--- src/rtl/cpu_pkg.sv ---
// Shared constants for the 8-bit CPU: opcodes, ALU codes, bus selects, flag
// indices and the control FSM state set, plus small decode helpers.
package cpu_pkg;

    localparam logic [7:0] OP_BRA     = 8'h20;
    localparam logic [7:0] OP_BMI     = 8'h21;
    localparam logic [7:0] OP_BPL     = 8'h22;
    localparam logic [7:0] OP_BEQ     = 8'h23;
    localparam logic [7:0] OP_BNE     = 8'h24;
    localparam logic [7:0] OP_BVS     = 8'h25;
    localparam logic [7:0] OP_BVC     = 8'h26;
    localparam logic [7:0] OP_BCS     = 8'h27;
    localparam logic [7:0] OP_BCC     = 8'h28;
    localparam logic [7:0] OP_ADD_AB  = 8'h42;
    localparam logic [7:0] OP_SUB_AB  = 8'h43;
    localparam logic [7:0] OP_AND_AB  = 8'h44;
    localparam logic [7:0] OP_OR_AB   = 8'h45;
    localparam logic [7:0] OP_INCA    = 8'h46;
    localparam logic [7:0] OP_DECA    = 8'h47;
    localparam logic [7:0] OP_INCB    = 8'h48;
    localparam logic [7:0] OP_DECB    = 8'h49;
    localparam logic [7:0] OP_LDA_IMM = 8'h86;
    localparam logic [7:0] OP_LDA_DIR = 8'h87;
    localparam logic [7:0] OP_LDB_IMM = 8'h88;
    localparam logic [7:0] OP_LDB_DIR = 8'h89;
    localparam logic [7:0] OP_STA_DIR = 8'h96;
    localparam logic [7:0] OP_STB_DIR = 8'h97;
    localparam logic [7:0] OP_HLT     = 8'hFF;

    localparam logic [2:0] ALU_ADD  = 3'b000;
    localparam logic [2:0] ALU_SUB  = 3'b001;
    localparam logic [2:0] ALU_AND  = 3'b010;
    localparam logic [2:0] ALU_OR   = 3'b011;
    localparam logic [2:0] ALU_INCA = 3'b100;
    localparam logic [2:0] ALU_DECA = 3'b101;
    localparam logic [2:0] ALU_INCB = 3'b110;
    localparam logic [2:0] ALU_DECB = 3'b111;

    localparam logic [1:0] BUS1_PC   = 2'b00;
    localparam logic [1:0] BUS1_A    = 2'b01;
    localparam logic [1:0] BUS1_B    = 2'b10;
    localparam logic [1:0] BUS2_ALU  = 2'b00;
    localparam logic [1:0] BUS2_BUS1 = 2'b01;
    localparam logic [1:0] BUS2_MEM  = 2'b10;

    localparam int FLAG_N = 3;
    localparam int FLAG_Z = 2;
    localparam int FLAG_V = 1;
    localparam int FLAG_C = 0;

    typedef enum logic [4:0] {
        S_FETCH_0, S_FETCH_1, S_FETCH_2, S_DECODE_3,
        S_IMM_4, S_IMM_5, S_IMM_6,
        S_DIR_4, S_DIR_5, S_DIR_6, S_DIR_7, S_DIR_8,
        S_ST_4, S_ST_5, S_ST_6, S_ST_7,
        S_ALU_4,
        S_BR_4, S_BR_5, S_BR_6,
        S_BNT_4,
        S_HALT
    } state_t;

    typedef struct packed {
        state_t state;
        logic   br_taken;
    } dbg_t;

    function automatic logic branch_cond(input logic [7:0] op, input logic [3:0] nzvc);
        case (op)
            OP_BRA:  return 1'b1;
            OP_BMI:  return nzvc[FLAG_N];
            OP_BPL:  return !nzvc[FLAG_N];
            OP_BEQ:  return nzvc[FLAG_Z];
            OP_BNE:  return !nzvc[FLAG_Z];
            OP_BVS:  return nzvc[FLAG_V];
            OP_BVC:  return !nzvc[FLAG_V];
            OP_BCS:  return nzvc[FLAG_C];
            OP_BCC:  return !nzvc[FLAG_C];
            default: return 1'b0;
        endcase
    endfunction

    function automatic logic [2:0] alu_code(input logic [7:0] op);
        case (op)
            OP_SUB_AB: return ALU_SUB;
            OP_AND_AB: return ALU_AND;
            OP_OR_AB:  return ALU_OR;
            OP_INCA:   return ALU_INCA;
            OP_DECA:   return ALU_DECA;
            OP_INCB:   return ALU_INCB;
            OP_DECB:   return ALU_DECB;
            default:   return ALU_ADD;
        endcase
    endfunction

endpackage

--- src/rtl/control_unit_if.sv ---
// Control-unit boundary: opcode and flags in, data-path strobes out, plus
// a debug view of the FSM state and the branch decision.
interface control_unit_if;
    import cpu_pkg::*;

    logic [7:0] IR;
    logic [3:0] CCR_Result;
    logic       IR_Load;
    logic       MAR_Load;
    logic       PC_Load;
    logic       PC_Inc;
    logic       A_Load;
    logic       B_Load;
    logic       CCR_Load;
    logic [2:0] ALU_Sel;
    logic [1:0] Bus1_Sel;
    logic [1:0] Bus2_Sel;
    logic       write;
    logic       halted;
    dbg_t       dbg;

    modport master (
        output IR, CCR_Result,
        input  IR_Load, MAR_Load, PC_Load, PC_Inc, A_Load, B_Load, CCR_Load,
        input  ALU_Sel, Bus1_Sel, Bus2_Sel, write, halted, dbg
    );

    modport slave (
        input  IR, CCR_Result,
        output IR_Load, MAR_Load, PC_Load, PC_Inc, A_Load, B_Load, CCR_Load,
        output ALU_Sel, Bus1_Sel, Bus2_Sel, write, halted, dbg
    );
endinterface

--- src/rtl/control_decode.sv ---
// Maps the fetched opcode and the NZVC flags to the first execute state.
module control_decode
    import cpu_pkg::*;
(
    input  logic [7:0] i_ir,
    input  logic [3:0] i_ccr,
    output state_t     o_entry,
    output logic       o_taken
);
    always_comb begin
        o_entry = S_FETCH_0;
        o_taken = 1'b0;
        case (i_ir)
            OP_LDA_IMM, OP_LDB_IMM: o_entry = S_IMM_4;
            OP_LDA_DIR, OP_LDB_DIR: o_entry = S_DIR_4;
            OP_STA_DIR, OP_STB_DIR: o_entry = S_ST_4;
            OP_ADD_AB, OP_SUB_AB, OP_AND_AB, OP_OR_AB,
            OP_INCA, OP_DECA, OP_INCB, OP_DECB: o_entry = S_ALU_4;
            OP_BRA, OP_BMI, OP_BPL, OP_BEQ, OP_BNE,
            OP_BVS, OP_BVC, OP_BCS, OP_BCC: begin
                o_taken = branch_cond(i_ir, i_ccr);
                o_entry = o_taken ? S_BR_4 : S_BNT_4;
            end
            OP_HLT:  o_entry = S_HALT;
            default: o_entry = S_FETCH_0;
        endcase
    end
endmodule

--- src/rtl/control_unit.sv ---
// Moore sequencer for the 8-bit CPU: fetch, decode and execute strobes.
module control_unit
    import cpu_pkg::*;
#(
    parameter int NUM_STATE_BITS = 5
) (
    input  logic           Clk,
    input  logic           Reset,
    control_unit_if.slave  bus
);
    logic [NUM_STATE_BITS-1:0] r_state;
    state_t                    w_state;
    state_t                    w_next;
    state_t                    w_entry;
    logic                      w_taken;
    logic                      w_sel_b;

    assign w_state = state_t'(r_state);
    assign w_sel_b = bus.IR inside {OP_LDB_IMM, OP_LDB_DIR, OP_STB_DIR, OP_INCB, OP_DECB};
    assign bus.dbg = {w_state, w_taken};

    control_decode u_decode (
        .i_ir    (bus.IR),
        .i_ccr   (bus.CCR_Result),
        .o_entry (w_entry),
        .o_taken (w_taken)
    );

    always_ff @(posedge Clk) begin
        if (Reset) r_state <= NUM_STATE_BITS'(S_FETCH_0);
        else       r_state <= NUM_STATE_BITS'(w_next);
    end

    always_comb begin
        w_next = S_FETCH_0;
        case (w_state)
            S_FETCH_0:  w_next = S_FETCH_1;
            S_FETCH_1:  w_next = S_FETCH_2;
            S_FETCH_2:  w_next = S_DECODE_3;
            S_DECODE_3: w_next = w_entry;
            S_IMM_4:    w_next = S_IMM_5;
            S_IMM_5:    w_next = S_IMM_6;
            S_DIR_4:    w_next = S_DIR_5;
            S_DIR_5:    w_next = S_DIR_6;
            S_DIR_6:    w_next = S_DIR_7;
            S_DIR_7:    w_next = S_DIR_8;
            S_ST_4:     w_next = S_ST_5;
            S_ST_5:     w_next = S_ST_6;
            S_ST_6:     w_next = S_ST_7;
            S_BR_4:     w_next = S_BR_5;
            S_BR_5:     w_next = S_BR_6;
            S_HALT:     w_next = S_HALT;
            default:    w_next = S_FETCH_0;
        endcase
    end

    // Reset forces every output low regardless of the registered state.
    always_comb begin
        bus.IR_Load  = 1'b0;
        bus.MAR_Load = 1'b0;
        bus.PC_Load  = 1'b0;
        bus.PC_Inc   = 1'b0;
        bus.A_Load   = 1'b0;
        bus.B_Load   = 1'b0;
        bus.CCR_Load = 1'b0;
        bus.ALU_Sel  = ALU_ADD;
        bus.Bus1_Sel = BUS1_PC;
        bus.Bus2_Sel = BUS2_ALU;
        bus.write    = 1'b0;
        bus.halted   = 1'b0;
        if (!Reset) begin
            case (w_state)
                S_FETCH_0, S_IMM_4, S_DIR_4, S_ST_4, S_BR_4: begin
                    bus.Bus1_Sel = BUS1_PC;
                    bus.Bus2_Sel = BUS2_BUS1;
                    bus.MAR_Load = 1'b1;
                end
                S_FETCH_1, S_IMM_5, S_DIR_5, S_ST_5, S_BNT_4: bus.PC_Inc = 1'b1;
                S_FETCH_2: begin
                    bus.Bus2_Sel = BUS2_MEM;
                    bus.IR_Load  = 1'b1;
                end
                S_IMM_6, S_DIR_8: begin
                    bus.Bus2_Sel = BUS2_MEM;
                    bus.A_Load   = !w_sel_b;
                    bus.B_Load   = w_sel_b;
                end
                S_DIR_6, S_ST_6: begin
                    bus.Bus2_Sel = BUS2_MEM;
                    bus.MAR_Load = 1'b1;
                end
                S_ST_7: begin
                    bus.Bus1_Sel = w_sel_b ? BUS1_B : BUS1_A;
                    bus.write    = 1'b1;
                end
                S_ALU_4: begin
                    bus.ALU_Sel  = alu_code(bus.IR);
                    bus.Bus2_Sel = BUS2_ALU;
                    bus.A_Load   = !w_sel_b;
                    bus.B_Load   = w_sel_b;
                    bus.CCR_Load = 1'b1;
                end
                S_BR_6: begin
                    bus.Bus2_Sel = BUS2_MEM;
                    bus.PC_Load  = 1'b1;
                end
                S_HALT:  bus.halted = 1'b1;
                default: ;
            endcase
        end
    end
endmodule

--- src/flat_wrapper.sv ---
// flat-port wrapper written by rule: the top's interface ports become plain ports
module control_unit_flat import cpu_pkg::*;
#(
    parameter int NUM_STATE_BITS = 5
)
  (Clk, Reset, bus_IR, bus_CCR_Result, bus_IR_Load, bus_MAR_Load, bus_PC_Load, bus_PC_Inc, bus_A_Load, bus_B_Load, bus_CCR_Load, bus_ALU_Sel, bus_Bus1_Sel, bus_Bus2_Sel, bus_write, bus_halted, bus_dbg);
  control_unit_if bus_i ();
  input  logic Clk;
  input  logic Reset;
  input wire logic [$bits(bus_i.IR)-1:0] bus_IR;
  input wire logic [$bits(bus_i.CCR_Result)-1:0] bus_CCR_Result;
  output wire logic [$bits(bus_i.IR_Load)-1:0] bus_IR_Load;
  output wire logic [$bits(bus_i.MAR_Load)-1:0] bus_MAR_Load;
  output wire logic [$bits(bus_i.PC_Load)-1:0] bus_PC_Load;
  output wire logic [$bits(bus_i.PC_Inc)-1:0] bus_PC_Inc;
  output wire logic [$bits(bus_i.A_Load)-1:0] bus_A_Load;
  output wire logic [$bits(bus_i.B_Load)-1:0] bus_B_Load;
  output wire logic [$bits(bus_i.CCR_Load)-1:0] bus_CCR_Load;
  output wire logic [$bits(bus_i.ALU_Sel)-1:0] bus_ALU_Sel;
  output wire logic [$bits(bus_i.Bus1_Sel)-1:0] bus_Bus1_Sel;
  output wire logic [$bits(bus_i.Bus2_Sel)-1:0] bus_Bus2_Sel;
  output wire logic [$bits(bus_i.write)-1:0] bus_write;
  output wire logic [$bits(bus_i.halted)-1:0] bus_halted;
  output wire logic [$bits(bus_i.dbg)-1:0] bus_dbg;
  assign bus_i.IR = bus_IR;
  assign bus_i.CCR_Result = bus_CCR_Result;
  assign bus_IR_Load = bus_i.IR_Load;
  assign bus_MAR_Load = bus_i.MAR_Load;
  assign bus_PC_Load = bus_i.PC_Load;
  assign bus_PC_Inc = bus_i.PC_Inc;
  assign bus_A_Load = bus_i.A_Load;
  assign bus_B_Load = bus_i.B_Load;
  assign bus_CCR_Load = bus_i.CCR_Load;
  assign bus_ALU_Sel = bus_i.ALU_Sel;
  assign bus_Bus1_Sel = bus_i.Bus1_Sel;
  assign bus_Bus2_Sel = bus_i.Bus2_Sel;
  assign bus_write = bus_i.write;
  assign bus_halted = bus_i.halted;
  assign bus_dbg = bus_i.dbg;
  control_unit #(.NUM_STATE_BITS(NUM_STATE_BITS)) u_core (.Clk(Clk), .Reset(Reset), .bus(bus_i));
endmodule
--- config.mk ---
export PLATFORM = sky130hd
export DESIGN_NAME = control_unit_flat
export DESIGN_NICKNAME = d
export VERILOG_FILES = /design/src/rtl/cpu_pkg.sv /design/src/rtl/control_unit_if.sv /design/src/rtl/control_decode.sv /design/src/rtl/control_unit.sv /design/src/flat_wrapper.sv
export SDC_FILE = /design/constraint.sdc
export NUM_CORES = 1
export LEC_CHECK = 0
export CORE_MARGIN = 2
export CORE_UTILIZATION = 47
export CTS_CLUSTER_SIZE = 40
export DETAILED_ROUTE_END_ITERATION = 16
export PLACE_DENSITY_LB_ADDON = 0.1
export SLEW_MARGIN = 10
export SYNTH_ARGS = -nofsm -noshare
export SYNTH_HDL_FRONTEND = slang
export SYNTH_SLANG_ARGS = --single-unit
export TNS_END_PERCENT = 50
--- constraint.sdc ---
create_clock -name Clk -period 3 [get_ports Clk]
set_input_delay 0.3 -clock Clk [delete_from_list [all_inputs] [get_ports Clk]]
set_output_delay 0.3 -clock Clk [all_outputs]
set_load 0.005 [all_outputs]
# Word-level counts from Yosys, hierarchy flattened
# Cells that the tools add are included.
[word_totals]
reg_bits = 5
elab_cells = 95
[classes]
n_eq_ne = 45
mux = 32
reduce_logical = 17
[op_table]
columns = ["op", "n"]
rows = [
  ["$pmux 5 s16", 1],
  ["$eq 8x6->1 const B", 9],
  ["$eq 8x7->1 const B", 8],
  ["$eq 8x8->1 const B", 7],
  ["$eq 5x4->1 const B", 8],
  ["$eq 5x5->1 const B", 6],
  ["$pmux 5 s6", 1],
  ["$pmux 3 s7", 1],
  ["$eq 5x3->1 const B", 4],
  ["$mux 1", 20],
  ["$eq 5x2->1 const B", 2],
  ["$reduce_or 5->1", 2],
  ["$mux 3", 3],
  ["$pmux 1 s9", 1],
  ["$reduce_or 9->1", 1],
  ["$mux 2", 4],
  ["$reduce_or 8->1", 1],
  ["$reduce_or 7->1", 1],
  ["$reduce_or 2->1", 3],
  ["$reduce_or 6->1", 1],
  ["$eq 5x1->1 const B", 1],
  ["$logic_not 1->1", 5],
  ["$logic_not 5->1", 1],
  ["$reduce_bool 5->1", 1],
  ["2 further kinds", 2],
]

# Longest topological paths before layout
[depth]
word_depth = 6
ltp_mapped = 6

# Cells and area by module
# A second synthesis with hierarchy kept.
[unflattened]
cells_unflattened = 153
area_unflattened_um2 = 1098.6
[modules_own_cells]
columns = ["module", "n_inst", "area_each_um2", "cells_per_inst"]
rows = [
  ["control_unit", 1, 739.5, 107],
  ["control_decode", 1, 359.1, 46],
]

# Worst setup path after synthesis
# No wires, ideal clock.
[synth_path]
path_type = "reg2out"
start = "register u_core.r_state[2]"
end = "output bus_MAR_Load"
n_path_buf = 1
setup_slack_ns = 1.317
required_time_ns = 2.700
arrival_time_ns = 1.383
stages_incl_launch_ff = 7
path_cell_list = "dfxtp_1 clkbuf_1 nand2b_1 mux2_2 a211oi_1 a31oi_1 nor2_1"
[synth_between]
elab_chain_cells = 4
elab_cells_between_ends = 10
cone_classes = "6 x eq/ne; 2 x mux; 2 x reduce/logical"
[synth_lines]
columns = ["item", "line_no", "source"]
rows = [
  ["start, declared", "control_unit.sv:11", "logic [NUM_STATE_BITS-1:0] r_state;"],
  ["start signal, assigned", "control_unit.sv:30", "if (Reset) r_state <= NUM_STATE_BITS'(S_FETCH_0);"],
  ["start signal, assigned", "control_unit.sv:31", "else r_state <= NUM_STATE_BITS'(w_next);"],
  ["$eq 5x3->1, or another cell as far along", "control_unit.sv:72", "case (w_state)"],
  ["$reduce_or 7->1 (no source line) (*)", "-", ""],
  ["$mux 1 (*)", "control_unit.sv:72", ""],
  ["$mux 1 (*)", "control_unit.sv:71", "if (!Reset) begin"],
  ["end, declared", "flat_wrapper.sv:13", "output wire logic [$bits(bus_i.MAR_Load)-1:0] bus_MAR_Load;"],
]
# Mark *: on every way between the ends. The rest lies on a longest branch, timed or not.

# Final worst setup path
[layout_path]
start = "input bus_IR[1]"
end = "output bus_Bus1_Sel[0]"
[layout_between]
elab_chain_cells = 5
elab_cells_between_ends = 9
cone_classes = "5 x eq/ne; 3 x mux; 1 x reduce/logical"
[layout_lines]
columns = ["item", "line_no", "source"]
rows = [
  ["start, declared", "flat_wrapper.sv:10", "input wire logic [$bits(bus_i.IR)-1:0] bus_IR;"],
  ["$eq 8x8->1 or $eq 8x7->1 (tied branches)", "control_unit.sv:19", "assign w_sel_b = bus.IR inside {OP_LDB_IMM, OP_LDB_DIR, OP_STB_DIR, OP_INCB, OP_DECB};"],
  ["$reduce_bool 5->1 (*)", "control_unit.sv:19", ""],
  ["$mux 2 (*)", "control_unit.sv:93", "bus.Bus1_Sel = w_sel_b ? BUS1_B : BUS1_A;"],
  ["$mux 2 (*)", "control_unit.sv:72", ""],
  ["$mux 2 (*)", "control_unit.sv:71", ""],
  ["end, declared", "flat_wrapper.sv:20", "output wire logic [$bits(bus_i.Bus1_Sel)-1:0] bus_Bus1_Sel;"],
]
# Marked as above.

==> impl_metrics.json <==
{
  "status": "complete, no violations",
  "netlist.area_leader.share_pct": 10.5,
  "wl_per_cell_um": 13.7,
  "syn_area_per_cell_sq_um": 6.64,
  "synth_cell_types": 46,
  "crit_top_cell": "clkdlybuf4s50_1",
  "synth.most_common_cell": "nor2_1",
  "critPathSlowestCell": "or4b_1",
  "place_inst": 200,
  "setup_viol": 0,
  "first_pass_iters": 4,
  "relSlewSlack_pct": 64.5,
  "finalPower_mw": 0.305,
  "dpl.hpwl_um": 2220,
  "die_x_um": 49.0,
  "syn_area_sq_um": 950,
  "die_area_sq_um": 2400,
  "cts_buffers": 3,
  "path_clk_slew_ns": 0.05,
  "drive_above_1_share_pct": 10.7,
  "place.gp.congestion": 0.890,
  "core.rowCount": 16,
  "grt_max_degree": 19,
  "max_stage_delay_ns": 0.63,
  "holdWs_ns": 0.557,
  "setup-tns-final_ns": 0,
  "n_antenna_cell": 0,
  "nets": 192,
  "syn_inst": 143,
  "rsz0062_at_grt": "no",
  "postRouteAntennaNets": 0,
  "drc": 0,
  "total_leakage_power_nw": 0.441,
  "cts_resized": 0,
  "core_sq_um": 1940,
  "synthTopCellsByCount": "nor2_1, nand2_1, a21oi_1",
  "grtUsageTotal_pct": 25.0,
  "hold_class": "flop to flop",
  "finalInstanceArea_sq_um": 1340,
  "async_flop_share_pct": 0,
  "ys_ff_latch": 5,
  "syn_nets": 157,
  "clock_latency_ns": 0.25,
  "finalCriticalPeriod_ns": 2.72,
  "crit_buf_inv": 2,
  "h-tree-depth": 1,
  "timing.final.ws_setup_ns": 0.279,
  "vias": 1205,
  "place_area_sq_um": 1310,
  "antenna_found_initial": 0,
  "ios": 36,
  "top_register": "u_core.r_state",
  "hold_viol_final": 0,
  "power_density_nw_per_um2": 228,
  "fin_util_pct": 68.9,
  "fillers": 196,
  "largest_reg_flops": 5,
  "finalNonFillerCells": 204,
  "cts-root-buf": "clkbuf_4",
  "drt-vias-per-instance": 5.91,
  "areaGrowthSynthToFinish_pct": 41.0,
  "crit_start": "bus_IR[1]",
  "cap_violations": 0,
  "crit_path_start_kind": "primary input",
  "cts_tree": "yes",
  "synth_top_area_cell": "dfxtp_1",
  "ys_warn_count": 0,
  "drt-initial-drc-count": 37,
  "grt_pass1_vias": 1118,
  "period_share_pct": 90.7,
  "grt_pass1_wl_um": 4790,
  "finalClockSkew_ns": 0.00246,
  "synth.area.top_cells": "dfxtp_1, a21oi_1, nor2_1",
  "cpLargestDelayFamily": "buffers and inverters",
  "min_from": "u_core.r_state[3]",
  "critPathCaptureType": "output pin",
  "grt_overflow": 0,
  "start_util_pct": 48.9,
  "critPathArrivalTime_ns": 2.42,
  "post_cts_buffers": 0,
  "clock_path_buffers": 2,
  "required_ns": 2.70,
  "synth_edf_count": 0,
  "reg2reg_from": "u_core.r_state[1]",
  "dieHeight_um": 49.0,
  "ys.flop_type": "dfxtp_1",
  "tightest_slew_ns": 0.531,
  "path_cells": "clkdlybuf4s50_1, or4b_1, o32ai_1, nor2b_1, nor2_1, clkdlybuf4s50_1",
  "crit_type": "primary input to output pin",
  "slew_viol_final": 0,
  "fmax_ghz": 0.368,
  "peakVddDrop_uv": 178,
  "dp_slack_ns": 0.287,
  "wirelength_um": 2790,
  "top_regs": "u_core.r_state x5",
  "cp_max_fo": 11,
  "ctsHoldBuffers": 0,
  "cts_sinks": 5,
  "ys_seq_area_share_pct": 10.5,
  "io_buffers": 35
}
## final cells by class
class	instances	area (sq um)	share of cell area [%]
Inverter	6	22.5	1.68
Multi-Input combinational cell	119	746	55.7
Tap cell	27	33.8	2.52
Clock buffer	4	26.3	1.96
Timing Repair Buffer	43	410	30.7
Sequential cell	5	100	7.48
## final timing paths
kind / cells past startpoint / slack, ns / to
worst max register to register: 4 / 1.31 / u_core.r_state[0]
worst max-delay path: 6 / 0.28 / bus_Bus1_Sel[0]
worst min register to register: 2 / 0.56 / u_core.r_state[3]
worst min-delay path: 2 / 0.56 / u_core.r_state[3]
## placed cells by master, fill, tap and decap left out, drive strengths merged, types with 2 or more instances in the layout
cell type	Yosys	final
clkbuf	11	4
nand3	3	3
o21bai	2	2
a211oi	5	5
a2111oi	2	2
dfxtp	5	5
xnor2	3	3
a21oi	13	13
or3	3	3
or3b	2	2
nand2	13	13
or4b	2	2
buf	2	8
clkdlybuf4s50	0	35
nand3b	2	2
nor2b	7	7
nor3	8	8
a31oi	3	3
o32ai	3	3
inv	6	6
o21ai	6	6
mux2i	2	2
nor4	3	3
nor2	16	16
nand2b	5	5
or2	2	2
## report_power, final
part | total, mW | internal [mW] | switching (mW)
sequential | 0.0790 | 0.0703 | 0.00866
combinational | 0.145 | 0.0749 | 0.0702
clock | 0.0811 | 0.0505 | 0.0306
## logic make-up after synthesis
kind of cell / count (synthesis) / share of synthesized area [%]
buf+inv: 19 / 10.9
xor+xnor: 3 / 2.77
mux: 3 / 3.29
flops: 5 / 10.5
compound gates: 42 / 32.3
simple gates: 71 / 40.2
## routing by layer
layer  track usage [%]  up-vias  wire [um]
met5                 0        -          0
met4              12.4        0         56
met3              3.68        6        133
met2              46.1       48       1470
met1              27.5      555       1130
li1                  -      596          -
## worst register-to-register path, cell delays in order, from the launching register on
cell and delay [ns]:
dfxtp_1 0.65, nand2b_1 0.22, or3_1 0.43, a211oi_1 0.18
o2bb2ai_1 0.13
Note: power is estimated with default switching activity, not from simulation.
